`config.mk`:
```
export PLATFORM = sky130hd
export DESIGN_NAME = seven_seg_scan_decoder
export DESIGN_NICKNAME = d
export VERILOG_FILES = /design/src/rtl/seven_seg_scan_decoder.sv
export SDC_FILE = /design/constraint.sdc
export NUM_CORES = 1
export LEC_CHECK = 0
export ABC_AREA = 1
export BUFFER_PORTS_ARGS = -buffer_cell sky130_fd_sc_hd__buf_2
export CORE_ASPECT_RATIO = 1.4
export CORE_UTILIZATION = 25
export DETAILED_ROUTE_END_ITERATION = 8
export GPL_TIMING_DRIVEN = 0
export SYNTH_ARGS = -nofsm -noshare
export SYNTH_HDL_FRONTEND = slang
export SYNTH_SLANG_ARGS = --single-unit
```
`constraint.sdc`:
```
create_clock -name clk -period 5.1 [get_ports clk]
set_input_delay 0.51 -clock clk [delete_from_list [all_inputs] [get_ports clk]]
set_output_delay 0.51 -clock clk [all_outputs]
set_load 0.01 [all_outputs]
```
`src/rtl/seven_seg_scan_decoder.sv`:
```
// Seven-segment scan decoder: samples a multiplexed active-low segment/anode
// bus, waits for a stable pattern, decodes the glyph and stores it per digit.
module seven_seg_scan_decoder #(
  parameter int N_DIGITS      = 8,
  parameter int STABLE_CYCLES = 16
) (
  input  logic                  clk,
  input  logic                  reset_n,
  input  logic [7:0]            seg_in,
  input  logic [N_DIGITS-1:0]   an_in,
  output logic [4*N_DIGITS-1:0] digits_out,
  output logic [N_DIGITS-1:0]   dp_out,
  output logic [N_DIGITS-1:0]   digit_valid,
  output logic                  capture,
  output logic [2:0]            capt_idx,
  output logic                  err
);
  localparam int         SMP_W    = 8 + N_DIGITS;
  localparam logic [7:0] CNT_LAST = 8'(STABLE_CYCLES - 1);

  typedef enum logic [1:0] {IDLE, TRACK, CAPT, HOLD} state_t;

  // {hit, nibble} for a segment pattern {a..g}, 0 = segment on
  function automatic logic [4:0] glyph_dec(input logic [6:0] s);
    logic [4:0] r;
    case (s)
      7'b0000001: r = 5'h10;
      7'b1001111: r = 5'h11;
      7'b0010010: r = 5'h12;
      7'b0000110: r = 5'h13;
      7'b1001100: r = 5'h14;
      7'b0100100: r = 5'h15;
      7'b0100000: r = 5'h16;
      7'b0001111: r = 5'h17;
      7'b0000000: r = 5'h18;
      7'b0000100: r = 5'h19;
      7'b0001000: r = 5'h1A;
      7'b1100000: r = 5'h1B;
      7'b0110001: r = 5'h1C;
      7'b1000010: r = 5'h1D;
      7'b0110000: r = 5'h1E;
      7'b0111000: r = 5'h1F;
      default:    r = 5'h00;
    endcase
    return r;
  endfunction

  // exactly one anode driven low
  function automatic logic an_legal(input logic [N_DIGITS-1:0] a);
    int zeros;
    zeros = 0;
    for (int i = 0; i < N_DIGITS; i++) if (!a[i]) zeros++;
    return zeros == 1;
  endfunction

  // position of the low anode (meaningful only when an_legal)
  function automatic logic [2:0] an_pos(input logic [N_DIGITS-1:0] a);
    logic [2:0] p;
    p = '0;
    for (int i = 0; i < N_DIGITS; i++) if (!a[i]) p = 3'(i);
    return p;
  endfunction

  // ---------------------------------------------------------------- reset
  logic [1:0] rst_sync_q, rst_sync_d;
  logic       rst_n;

  // reset release ripples through two flops before reaching the core
  always_comb rst_sync_d = {rst_sync_q[0], 1'b1};

  // reset synchronizer: asynchronous assert, synchronous release
  always_ff @(posedge clk or negedge reset_n)
    if (!reset_n) rst_sync_q <= '0;
    else          rst_sync_q <= rst_sync_d;

  assign rst_n = rst_sync_q[1];

  // ---------------------------------------------------------------- input sync
  logic [SMP_W-1:0] sync1_q, sync1_d, smp_q, smp_d;

  // two-stage synchronizer on the whole {seg, an} bus
  always_comb begin
    sync1_d = {seg_in, an_in};
    smp_d   = sync1_q;
  end

  // synchronizer flops
  always_ff @(posedge clk or negedge rst_n)
    if (!rst_n) begin
      sync1_q <= '0;
      smp_q   <= '0;
    end else begin
      sync1_q <= sync1_d;
      smp_q   <= smp_d;
    end

  logic smp_ok;
  assign smp_ok = an_legal(smp_q[N_DIGITS-1:0]);

  // ---------------------------------------------------------------- core
  state_t                state_q, state_d;
  logic [SMP_W-1:0]      pat_q, pat_d;
  logic [7:0]            cnt_q, cnt_d;
  logic [4*N_DIGITS-1:0] digits_q, digits_d;
  logic [N_DIGITS-1:0]   dp_q, dp_d, valid_q, valid_d;
  logic                  capture_q, capture_d, err_q, err_d;
  logic [2:0]            idx_q, idx_d;

  logic [7:0] pat_seg;
  logic [2:0] pat_k;
  logic [4:0] pat_dec;
  assign pat_seg = pat_q[SMP_W-1 -: 8];
  assign pat_k   = an_pos(pat_q[N_DIGITS-1:0]);
  assign pat_dec = glyph_dec(pat_seg[7:1]);

  // stability tracking FSM and per-digit capture update
  always_comb begin
    state_d   = state_q;
    pat_d     = pat_q;
    cnt_d     = cnt_q;
    digits_d  = digits_q;
    dp_d      = dp_q;
    valid_d   = valid_q;
    idx_d     = idx_q;
    capture_d = 1'b0;
    err_d     = 1'b0;
    case (state_q)
      IDLE: begin
        cnt_d = '0;
        if (smp_ok) begin
          state_d = TRACK;
          pat_d   = smp_q;
          cnt_d   = 8'd1;
        end
      end
      TRACK: begin
        if (!smp_ok) begin
          state_d = IDLE;
          cnt_d   = '0;
        end else if (smp_q != pat_q) begin
          // seg and an changing together still count as a single restart
          pat_d = smp_q;
          cnt_d = 8'd1;
        end else if (cnt_q == CNT_LAST) begin
          state_d = CAPT;
        end else begin
          cnt_d = cnt_q + 8'd1;
        end
      end
      CAPT: begin
        state_d = HOLD;
        cnt_d   = '0;
        for (int i = 0; i < N_DIGITS; i++) begin
          if (3'(i) == pat_k) begin
            if (pat_dec[4]) begin
              digits_d[4*i +: 4] = pat_dec[3:0];
              dp_d[i]            = ~pat_seg[0];
              valid_d[i]         = 1'b1;
              capture_d          = 1'b1;
              idx_d              = pat_k;
            end else if (pat_seg[7:1] == 7'h7F) begin
              // blank digit: keeps old nibble, DP still tracked
              valid_d[i] = 1'b0;
              dp_d[i]    = ~pat_seg[0];
            end else begin
              valid_d[i] = 1'b0;
              err_d      = 1'b1;
              idx_d      = pat_k;
            end
          end
        end
      end
      HOLD: begin
        // no recapture until the bus moves
        if (smp_q != pat_q) begin
          if (smp_ok) begin
            state_d = TRACK;
            pat_d   = smp_q;
            cnt_d   = 8'd1;
          end else begin
            state_d = IDLE;
          end
        end
      end
      default: state_d = IDLE;
    endcase
  end

  // core state and output registers
  always_ff @(posedge clk or negedge rst_n)
    if (!rst_n) begin
      state_q   <= IDLE;
      pat_q     <= '0;
      cnt_q     <= '0;
      digits_q  <= '0;
      dp_q      <= '0;
      valid_q   <= '0;
      capture_q <= 1'b0;
      err_q     <= 1'b0;
      idx_q     <= '0;
    end else begin
      state_q   <= state_d;
      pat_q     <= pat_d;
      cnt_q     <= cnt_d;
      digits_q  <= digits_d;
      dp_q      <= dp_d;
      valid_q   <= valid_d;
      capture_q <= capture_d;
      err_q     <= err_d;
      idx_q     <= idx_d;
    end

  assign digits_out  = digits_q;
  assign dp_out      = dp_q;
  assign digit_valid = valid_q;
  assign capture     = capture_q;
  assign err         = err_q;
  assign capt_idx    = idx_q;

endmodule

```
======== Yosys cells after proc, flatten, opt, wreduce, memory -nomap -nowiden ========
Index checks and enable logic that the tools add are counted.
storage, ports and cells
  bits in registers ....................... 113
  latch bits .............................. 0
  memory bits (writable) .................. 0
  bits in read-only memories .............. 0
  input port bits ......................... 18
  output and inout bits ................... 53
  logic and storage cells ................. 220
  memories ................................ 0
cells by class
  add/subtract/negate cells ............... 8
  $mul .................................... 0
  div/mod/pow operators ................... 0
  $lt $le $gt $ge ......................... 0
  equality and inequality tests ........... 37
  shift operators ......................... 0
  muxes and demuxes ....................... 109
  bitwise logic cells ..................... 1
  reduce and logical (&&, ||, !) cells .... 32
operators with widths
  operator               number
  $mux 32                7
  $add 32x2->32 const B  6
  $mux 3                 32
  $pmux 5 s16            1
  $mux 16                4
  $mux 1                 52
  $reduce_and 3->1       17
  $pmux 16 s3            1
  $mux 8                 5
  $eq 7x6->1 const B     5
  $eq 7x7->1 const B     5
  $eq 32x2->1 const B    1
  $pmux 8 s4             1
  $ne 16x16->1           1
  $reduce_and 2->1       8
  $eq 7x3->1 const B     2
  $eq 7x4->1 const B     2
  $eq 3x3->1 const A     4
  $mux 2                 5
  $ne 2x2->1 const B     5
  $add 8x1->8 const B    1
  $eq 8x4->1 const B     1
  $pmux 2 s4             1
  $reduce_and 4->1       2
  other kinds (15)       18

======== Logic depth before layout (Yosys ltp) ========
Gate-level depths: netlist (run 1).
  depth in word-level cells ............... 33
  depth in mapped cells ................... 30
  depth with buffers taken out ............ 30

======== Least setup slack after synthesis (run 1) ========
No wires, ideal clock.
  kind .................................... register to register
  start point ............................. register smp_q[0]
  end point ............................... register pat_q[12]
  library setup time ...................... 120 ps
  data arrival time ....................... 4,100 ps
  required time ........................... 4,980 ps
  path slack .............................. 881 ps
  stages on the path, launching flop included .. 29
  path buffers ............................ 1
  clock period less this slack ............ 4,219 ps
  path through ............................ dfrtp_1 -> inv_1 -> ha_1 -> inv_1 -> nand2_2 -> nand2_1 -> ha_1 -> nand2_1 -> nand2_1 -> ha_1 -> or2_2 -> nand2_1 -> inv_1 -> ha_1 -> nand2_1 -> nand2_1 -> ha_1 -> nand2_1 -> nand2_1 -> ha_1 -> nand2_1 -> xor2_1 -> xor2_2 -> nand3_2 -> nor2_8 -> nand2_4 -> buf_6 -> nor2_2 -> a21oi_2
between the ends
  word-level cells in the longest chain between the ends .. 19
  elaborated cells on any way between the ends .. 24
  classes of those cells .................. add/sub: 7; eq/ne: 5; mux: 11; reduce/logical: 1
RTL lines
  item                    RTL line  RTL
  from (decl)             79        logic [SMP_W-1:0] sync1_q, sync1_d, smp_q, smp_d;
  from (signal assigned)  94        smp_q <= smp_d;
  $mux 1                  52        for (int i = 0; i < N_DIGITS; i++) if (!a[i]) zeros++;
  $add 1x1->2             52
  $mux 32                 52
  $add 32x2->32           52
  $mux 32                 52
  $add 32x2->32           52
  $mux 32                 52
  $add 32x2->32           52
  [2 not listed]          -
  $mux 32                 52
  $add 32x2->32           52
  $mux 32                 52
  $add 32x2->32           52
  $mux 32                 52
  $eq 32x2->1             53        return zeros == 1;
  $mux 16 (2 in a row)    -
  $pmux 16 s3             -
  to (signal assigned)    203       pat_q <= pat_d;
  to (decl)               102       logic [SMP_W-1:0] pat_q, pat_d;
Several ways; a longest one is shown, not always the timed one. The select of a mux whose other input is x is not followed.
A chain may end at the register's enable or synchronous reset.

======== Final worst setup path (run 1) ========
  start point ............................. register smp_q[1]
  end point ............................... register pat_q[14]
between the ends
  word-level cells in the longest chain between the ends .. 17
  elaborated cells on any way between the ends .. 22
  classes of those cells .................. add/sub: 6; eq/ne: 5; mux: 10; reduce/logical: 1
RTL lines
  item                  RTL line
  $mux 32               52
  $add 32x2->32         52
  $mux 32               52
  $add 32x2->32         52
  $mux 32               52
  $add 32x2->32         52
  $mux 32               52
  $add 32x2->32         52
  $mux 32               52
  $add 32x2->32         52
  $mux 32               52
  $add 32x2->32         52
  $mux 32               52
  $eq 32x2->1           53
  $mux 16 (2 in a row)  -
  $pmux 16 s3           -
Several ways; a longest one is shown, not always the timed one. The select of a mux whose other input is x is not followed.

==> results of run 1 <==
## how the worst min path moves through the flow
stage	startpoint	to	slack, ns
6_report	an_in[0]	smp_d[0]	0.21
5_1_grt	seg_in[3]	smp_d[11]	0.18
4_1_cts	seg_in[3]	smp_d[11]	0.19
3_5_place_dp	reset_n	rst_sync_q[0]	0.30
3_3_place_gp	reset_n	rst_sync_q[0]	0.30
2_1_floorplan	reset_n	rst_sync_q[0]	0.21
## what timing repair did
action                                 CTS  global route
hold buffers                             1             0
setup endpoints to repair                0            12
setup buffers                            0             0
gates resized for setup                  0             1
endpoints found under the hold margin    2             0
## report_power, final
part / switching [µW] / leakage, µW / internal [µW] / total (µW)
Combinational: 408 / 0.00161 / 225 / 633
Sequential: 99.4 / 0.00147 / 979 / 1080
Clock: 423 / 0.000259 / 683 / 1110
Total: 930 / 0.00334 / 1890 / 2820
## state kept, by name, indices dropped and copies added, names as in the netlist, 2 cells and up, named ones only
| name | count |
|---|---|
| digits_out | 32 |
| pat_q | 16 |
| smp_d | 16 |
| smp_q | 16 |
| cnt_q | 8 |
| digit_valid | 8 |
| dp_out | 8 |
| capt_idx | 3 |
| rst_sync_q | 2 |
## cell usage in the layout, fill, tap and decap left out, types with 3 or more instances in the layout
master and n:
nand3_1 22, inv_1 76, dfrtp_1 112, ha_1 8, xnor2_1 14, nand3_2 9
o21ai_2 9, nor2_1 61, o21ai_0 39, nand2_2 15, nor3_1 11, nand2_1 148
nor2_2 7, o21ai_1 22, clkbuf_1 3, clkinvlp_4 5, a21oi_2 5, nand4_1 7
clkinv_4 3, buf_6 5, buf_2 73, clkbuf_16 17, inv_2 16, a21oi_1 10
## worst reg2reg max path: cells and delay by family (launching register included)
family                     cells  cell delay (ns)
and+or+nand+nor               15             1.59
xor gates and xnor gates       2             0.37
buffers and inverters          4             0.40
AOI/OAI and AO/OA              1             0.04
DFF                            1             0.40
adders and majority gates      6             1.69
## layer usage
layer	routed length [µm]	GRT usage, %	share of wire [%]	vias to the layer above
met4	136	4.719	1.2	0
met3	343	2.528	2.9	8
met5	0	0	0	-
met1	5179	13.10	44	1931
met2	6142	20.44	52	79
li1	-	-	-	2152
## kinds of logic (layout without fill, tap and decap cells)
family,Yosys count,count (layout)
AOI/OAI and AO/OA,88,88
buffers and inverters,102,206
and+or+nand+nor,294,294
DFF,113,113
xor gates and xnor gates,18,18
adders and majority gates,8,8
other,1,1
## metrics by stage
stage / setup slack (ns) / total power, µW / instances
2_1_floorplan: 0.8807 / 1572 / 624
3_3_place_gp: 0.3242 / 1719 / 954
3_5_place_dp: 0.4397 / 1735 / 955
4_1_cts: 0.4217 / 2855 / 988
5_1_grt: 0.03416 / 3001 / 988
6_report: 0.4917 / 2817 / 988
## area by class of cell
type / count / area share, %
multi-input combinational: 409 / 32.15
clock buffer: 20 / 6.685
sequential: 113 / 42.38
tap: 260 / 4.869
inverter: 93 / 5.300
buffer: 9 / 1.124
timing repair buffer: 72 / 5.805
clock inverter: 12 / 1.685
==> summary.md, run 1 <==
| Metric | Value |
|---|---|
| Outcome | `completed` |
| Critical R2R Capture | `pat_q[14]` |
| Worst R2R Path Depth | `28` |
| # IOs | `just over 70` |
| Fin crit share | `roughly nine tenths` |
| Max-cap violations | `0` |
| Vias in the first global route | `4193` |
| DP Area | `6105 µm²` |
| Post-synth EDFFs | `0` |
| First-pass GRT wire length | `20200 µm` |
| Slowest CP cell | `dfrtp_1` |
| Max VDD drop | `between 200 and 250 µV` |
| Buf+Inv Stages, Crit Path | `4` |
| Largest cells by area after synthesis | `dfrtp_1 52%, nand2_1 10%, inv_1 5.3%, nor2_1 4.2%, o21ai_0 3.6%` |
| CTS tree | `built` |
| Syn Nets | `650` |
| Initial Util | `25.46%` |
| # rows | `63` |
| Area growth from synthesis to layout | `23.78%` |
| First DRT Iteration DRCs | `177` |
| Gate Count Post-Synth | `624` |
| YS warnings | `0` |
| CP dominant cell by count | `nand2_1` |
| Core Util, Final | `31.51%` |
| Setup violations, final | `0` |
| ANT cells | `0` |
| Reg2Reg Setup Slack | `0.49 ns` |
| Die W | `126.2 µm` |
| Final ANT Viol Nets | `0` |
| Async SR Flop Fraction | `100.0%` |
| Yosys cell types | `38` |
| Filler Cells Inserted | `roughly 2200` |
| Synth Area in XOR/XNOR | `3.060%` |
| Ratio of cells with drive above 1 in the final layout | `about 25%` |
| Clock Skew | `0.01438 ns` |
| Compound-gate portion of the synthesized area | `9.249%` |
| Synth top cells by count | `148 x nand2_1, 113 x dfrtp_1, 76 x inv_1` |
| Largest family of logic cells by synthesized area | `simple AND/OR/NAND/NOR gates` |
| Fmax achieved | `between 200 and 250 MHz` |
| Clock sinks | `~110` |
| Num CTS Buffers | `17` |
| Worst setup path end | `pat_q[14]` |
| Post-synthesis sequential area ratio | `52.39%` |
| Top-area cell type share of the netlist area | `52.39%` |
| Die Ht | `175.9 µm` |
| Total Routed Length | `roughly 12000 µm` |
| RSZ-0062 raised after global routing | `false` |
| DIE AREA | `22190 µm²` |
| Top cell type by total area after synthesis | `dfrtp_1` |
| Crit start category | `flop` |
| Crit path depth | `28` |
| # H-tree levels | `4` |
| Max_slew headroom | `around 28%` |
| Seq cells post-synth | `113` |
| Worst-path fanout max | `10` |
| Slew Limit Fails | `0` |
| Worst hold stages | `1` |
| Post-Synthesis Cell Area | `between 5000 and 6000 µm²` |
| Seq. cell area | `between 2000 and 3000 µm²` |
| Crit Path Class | `flop to flop` |
| Total global routing overflow | `0` |
| Delay of the slowest cell on the worst path | `0.40 ns` |
| Avg WL per Cell | `11.94 µm` |
| Initial antenna violation count | `0` |
| Total negative slack | `0 ns` |
| Post-layout min period | `4.608 ns` |
| Top cell family by delay on the critical path | `adder cells` |
| Pin count of the biggest net entering global routing | `58` |
| Area of the multi-input gates | `~2100 µm²` |
| Synth Flop Type | `dfrtp_1` |
| Total core area | `~21000 µm²` |
| Mapped Avg Cell Area | `just under 9 µm²` |
| Critical Path Start | `smp_q[1]` |
| Insertion delay to the later sink of the worst-skew pair | `0.41 ns` |
| Count leader, synth | `nand2_1` |
| # nets final | `around 740` |
| IO Port Bufs | `70` |
| GP Congestion | `0.8074` |
| Crit end category | `flop` |
| CTS root buf | `clkbuf_16` |
| DRT Pass-1 Iters | `4` |
| Post-synthesis simple-gate area fraction | `25.43%` |
| HPWL Detailed | `8822 µm` |
| Clock slew at reported path FFs | `around 0.060 ns` |
| Crit path arrival time | `4.90 ns` |
| Crit path required time | `5.39 ns` |
| Leak Pwr | `between 0.003 and 0.004 µW` |
| Mux share of post-synthesis cell area | `0%` |
| Final hold violation count | `0` |
| Worst reg2reg startpoint | `smp_q[1]` |
| Via count | `between 4000 and 5000` |
| DRC Markers | `0` |
| Hold slack | `0.2079 ns` |
| Synth Area in Adders | `1.854%` |
| Design Area, Final | `6681 µm²` |
| Worst Max-Slew Pin Slew | `1.075 ns` |
| Worst Hold Class | `input pin to flop` |
| Maximum clock path buffer count | `2` |
| Cell area power density | `421.6 nW/µm²` |
| GRT Total Usage | `11.44%` |
| Via density | `4.221` |
Note: power is estimated with default switching activity, not from simulation.
==> run 2: changes to the inputs <==
- ABC_AREA: 1 -> default
- REMOVE_ABC_BUFFERS: default -> 1
==> summary.md, run 2 <==
| Metric | Value |
|---|---|
| Fmax achieved | `206.7 MHz (was 217.0 MHz)` |
| # nets final | `580 (was 741)` |
| Via count | `3785 (was 4170)` |
| # H-tree levels | `4 (unchanged)` |
| Die Ht | `174.0 µm (was 175.9 µm)` |
| DRT Pass-1 Iters | `7 (was 4)` |
| Vias in the first global route | `3809 (was 4193)` |
| Ratio of cells with drive above 1 in the final layout | `32.69% (was 25.14%)` |
| Crit end category | `flop (unchanged)` |
| Clock slew at reported path FFs | `0.05 ns (was 0.06 ns)` |
| Leak Pwr | `0.003180 µW (was 0.003338 µW)` |
| # IOs | `71 (unchanged)` |
| Post-layout min period | `4.837 ns (was 4.608 ns)` |
| Worst Hold Class | `input pin to flop (unchanged)` |
| # rows | `62 (was 63)` |
| Violated checks | `DRC` |
| Slew Limit Fails | `0 (unchanged)` |
| DRC Markers | `17 (was 0)` |
| Area growth from synthesis to layout | `26.59% (was 23.78%)` |
| Max reg flops | `32 (unchanged)` |
| Final ANT Viol Nets | `0 (unchanged)` |
| Via density | `4.605 (was 4.221)` |
| Crit path depth | `25 (was 28)` |
| Total power | `3183 µW (was 2817 µW)` |
| Post-synth EDFFs | `0 (unchanged)` |
| Slowest CP cell | `dfrtp_1 (unchanged)` |
| Initial Util | `25.61% (was 25.46%)` |
| Avg WL per Cell | `14.03 µm (was 11.94 µm)` |
| Synth Flop Type | `dfrtp_1 (unchanged)` |
| Cell area power density | `475.9 nW/µm² (was 421.6 nW/µm²)` |
| CP dominant cell by count | `ha_4 (was nand2_1)` |
| Clock sinks | `113 (unchanged)` |
| Synth top cells by count | `113 x dfrtp_1, 45 x nand2_1, 33 x mux2_2 (was 148 x nand2_1, 113 x dfrtp_1, 76 x inv_1)` |
| First DRT Iteration DRCs | `162 (was 177)` |
| First-pass GRT wire length | `19450 µm (was 20200 µm)` |
| Top cell family by delay on the critical path | `adder cells (unchanged)` |
| Final Non-Filler Cells | `822 (was 988)` |
| Filler Cells Inserted | `2098 (was 2157)` |
| Mapped Avg Cell Area | `11.17 µm² (was 8.650 µm²)` |
| Post-Synthesis Cell Area | `5284 µm² (was 5398 µm²)` |
| Gate Count Post-Synth | `473 (was 624)` |
| CTS tree | `built (unchanged)` |
| Worst-path fanout max | `7 (was 10)` |
| Final hold violation count | `0 (unchanged)` |
| Worst Max-Slew Pin Slew | `1.192 ns (was 1.075 ns)` |
| Initial antenna violation count | `0 (unchanged)` |
| Hold slack | `0.2009 ns (was 0.2079 ns)` |
| IO Port Bufs | `70 (unchanged)` |
| GRT Total Usage | `11.40% (was 11.44%)` |
| Total Routed Length | `11530 µm (was 11800 µm)` |
| Yosys cell types | `59 (was 38)` |
| Worst hold stages | `1 (unchanged)` |
| Insertion delay to the later sink of the worst-skew pair | `0.41 ns (about the same)` |
| Top-area cell type share of the netlist area | `53.52% (was 52.39%)` |
| Total core area | `20630 µm² (was 21200 µm²)` |
| Crit path required time | `5.39 ns (about the same)` |
| Dpl cells | `778 (was 955)` |
| GP Congestion | `0.7903 (was 0.8074)` |
| Count leader, synth | `dfrtp_1 (was nand2_1)` |
| Buf+Inv Stages, Crit Path | `3 (was 4)` |
| Largest cells by area after synthesis | `dfrtp_1 54%, mux2_2 7.0%, xnor2_1 4.1%, nand2_1 3.2%, mux2_4 2.8% (was dfrtp_1 52%, nand2_1 10%, inv_1 5.3%, nor2_1 4.2%, o21ai_0 3.6%)` |
| Async SR Flop Fraction | `100.0% (unchanged)` |
| DIE AREA | `21730 µm² (was 22190 µm²)` |
| Max VDD drop | `294.4 µV (was 202.2 µV)` |
| Max-cap violations | `0 (unchanged)` |
| Crit start category | `flop (unchanged)` |
| Clock Skew | `0.007435 ns (was 0.01438 ns)` |
| Total global routing overflow | `0 (unchanged)` |
| HPWL Detailed | `8051 µm (was 8822 µm)` |
| Max_slew headroom | `19.83% (was 27.80%)` |
| YS warnings | `0 (unchanged)` |
| Num CTS Buffers | `17 (unchanged)` |
| Crit Path Class | `flop to flop (unchanged)` |
| Top cell type by total area after synthesis | `dfrtp_1 (unchanged)` |
| Seq cells post-synth | `113 (unchanged)` |
| Commonest non-fill, non-tap cell in the layout | `dfrtp_1 (was nand2_1)` |
| Setup violations, final | `0 (unchanged)` |
| CTS root buf | `clkbuf_16 (unchanged)` |
| Crit path arrival time | `5.12 ns (was 4.90 ns)` |
| Worst R2R Path Depth | `25 (was 28)` |
| Post-synthesis sequential area ratio | `53.52% (was 52.39%)` |
| Pin count of the biggest net entering global routing | `60 (was 58)` |
| Die W | `124.9 µm (was 126.2 µm)` |
| Outcome | `complete, but fails checks (was completed)` |
| Commonest non-fill, non-tap cells in the layout | `112 x dfrtp_1, 70 x buf_2, 45 x nand2_1 (was 148 x nand2_1, 112 x dfrtp_1, 76 x inv_1)` |
| Maximum clock path buffer count | `2 (unchanged)` |
| Fin crit share | `94.84% (was 90.36%)` |
| Delay of the slowest cell on the worst path | `0.37 ns (was 0.40 ns)` |
| ANT cells | `0 (unchanged)` |
| Reg2Reg Setup Slack | `0.26 ns (was 0.49 ns)` |
[run 2: final cells by class]
| class | count | area, µm² | share of cell area, % |
|---|---|---|---|
| repair buffers | 84 | 510.5 | 7.632 |
| clock inverters | 10 | 111.4 | 1.665 |
| well taps | 256 | 320.3 | 4.789 |
| inverters | 11 | 41.29 | 0.6173 |
| multi-input cells | 327 | 2414 | 36.08 |
| clock buffers | 21 | 460.4 | 6.884 |
| flip-flops and latches | 113 | 2831 | 42.33 |
[run 2: report_power, final]
group,switching (µW),total [µW],internal [µW]
Combinational,419,842,423
Clock,400,1140,737
Sequential,221,1200,983
[run 2: cells by family (layout without fill, tap and decap cells)]
logic type	Yosys count	count (layout)	share of synthesized area, %
and+or+nand+nor	156	156	15.06
DFF	113	113	53.52
AOI/OAI and AO/OA	87	87	11.11
muxes	45	45	10.25
buffers and inverters	33	126	2.534
xor gates and xnor gates	30	30	5.565
adders and majority gates	8	8	1.894
other	1	1	0.07097
[run 2: timing repair]
item | CTS | global route
cloned | 1 | 0
gates resized for setup | 8 | 10
hold buffers | 1 | 0
setup endpoints to repair | 23 | 24
hold endpoints to repair | 2 | 0
setup buffers | 8 | 3
pin swaps | 4 | 5
[run 2: final timing paths]
check	from	endpoint
max	smp_q[1]	cnt_q[5]
min	an_in[1]	smp_d[1]
max reg2reg	smp_q[1]	cnt_q[5]
min reg2reg	smp_d[10]	smp_q[10]
max in group asynchronous	rst_sync_q[1]	cnt_q[6]
min in group asynchronous	rst_sync_q[1]	smp_d[0]
[run 2: per-stage QoR]
stage	TNS [ns]	area [µm²]	setup slack [ns]	util (%)
after global placement	-7.954	5862	-0.3903	28.41
final	0	6689	0.2631	32.42
after global routing	-0.0005751	6689	-0.0005751	32.42
after detailed placement	-9.020	5893	-0.4356	28.56
after CTS	0	6611	0.008856	32.04
after floorplan	0	5191	0.04409	-
[run 2: worst register-to-register path, delay by kind of cell, from the launching register on]
family                   cells  cell delay [ns]
AND/OR/NAND/NOR              7             0.67
AO/OA/AOI/OAI                5             1.11
buffers and inverters        3             0.30
flip-flops                   1             0.37
XOR/XNOR                     3             0.59
multiplexers                 1             0.26
adder cells (fa/ha/maj)      6             1.42
[run 2: layer usage]
metal  global-route usage, %  part of all wire, %
met5                       0                    0
met3                   3.263                  3.9
met2                   19.62                   50
met1                   13.56                   44
met4                   3.963                  1.2
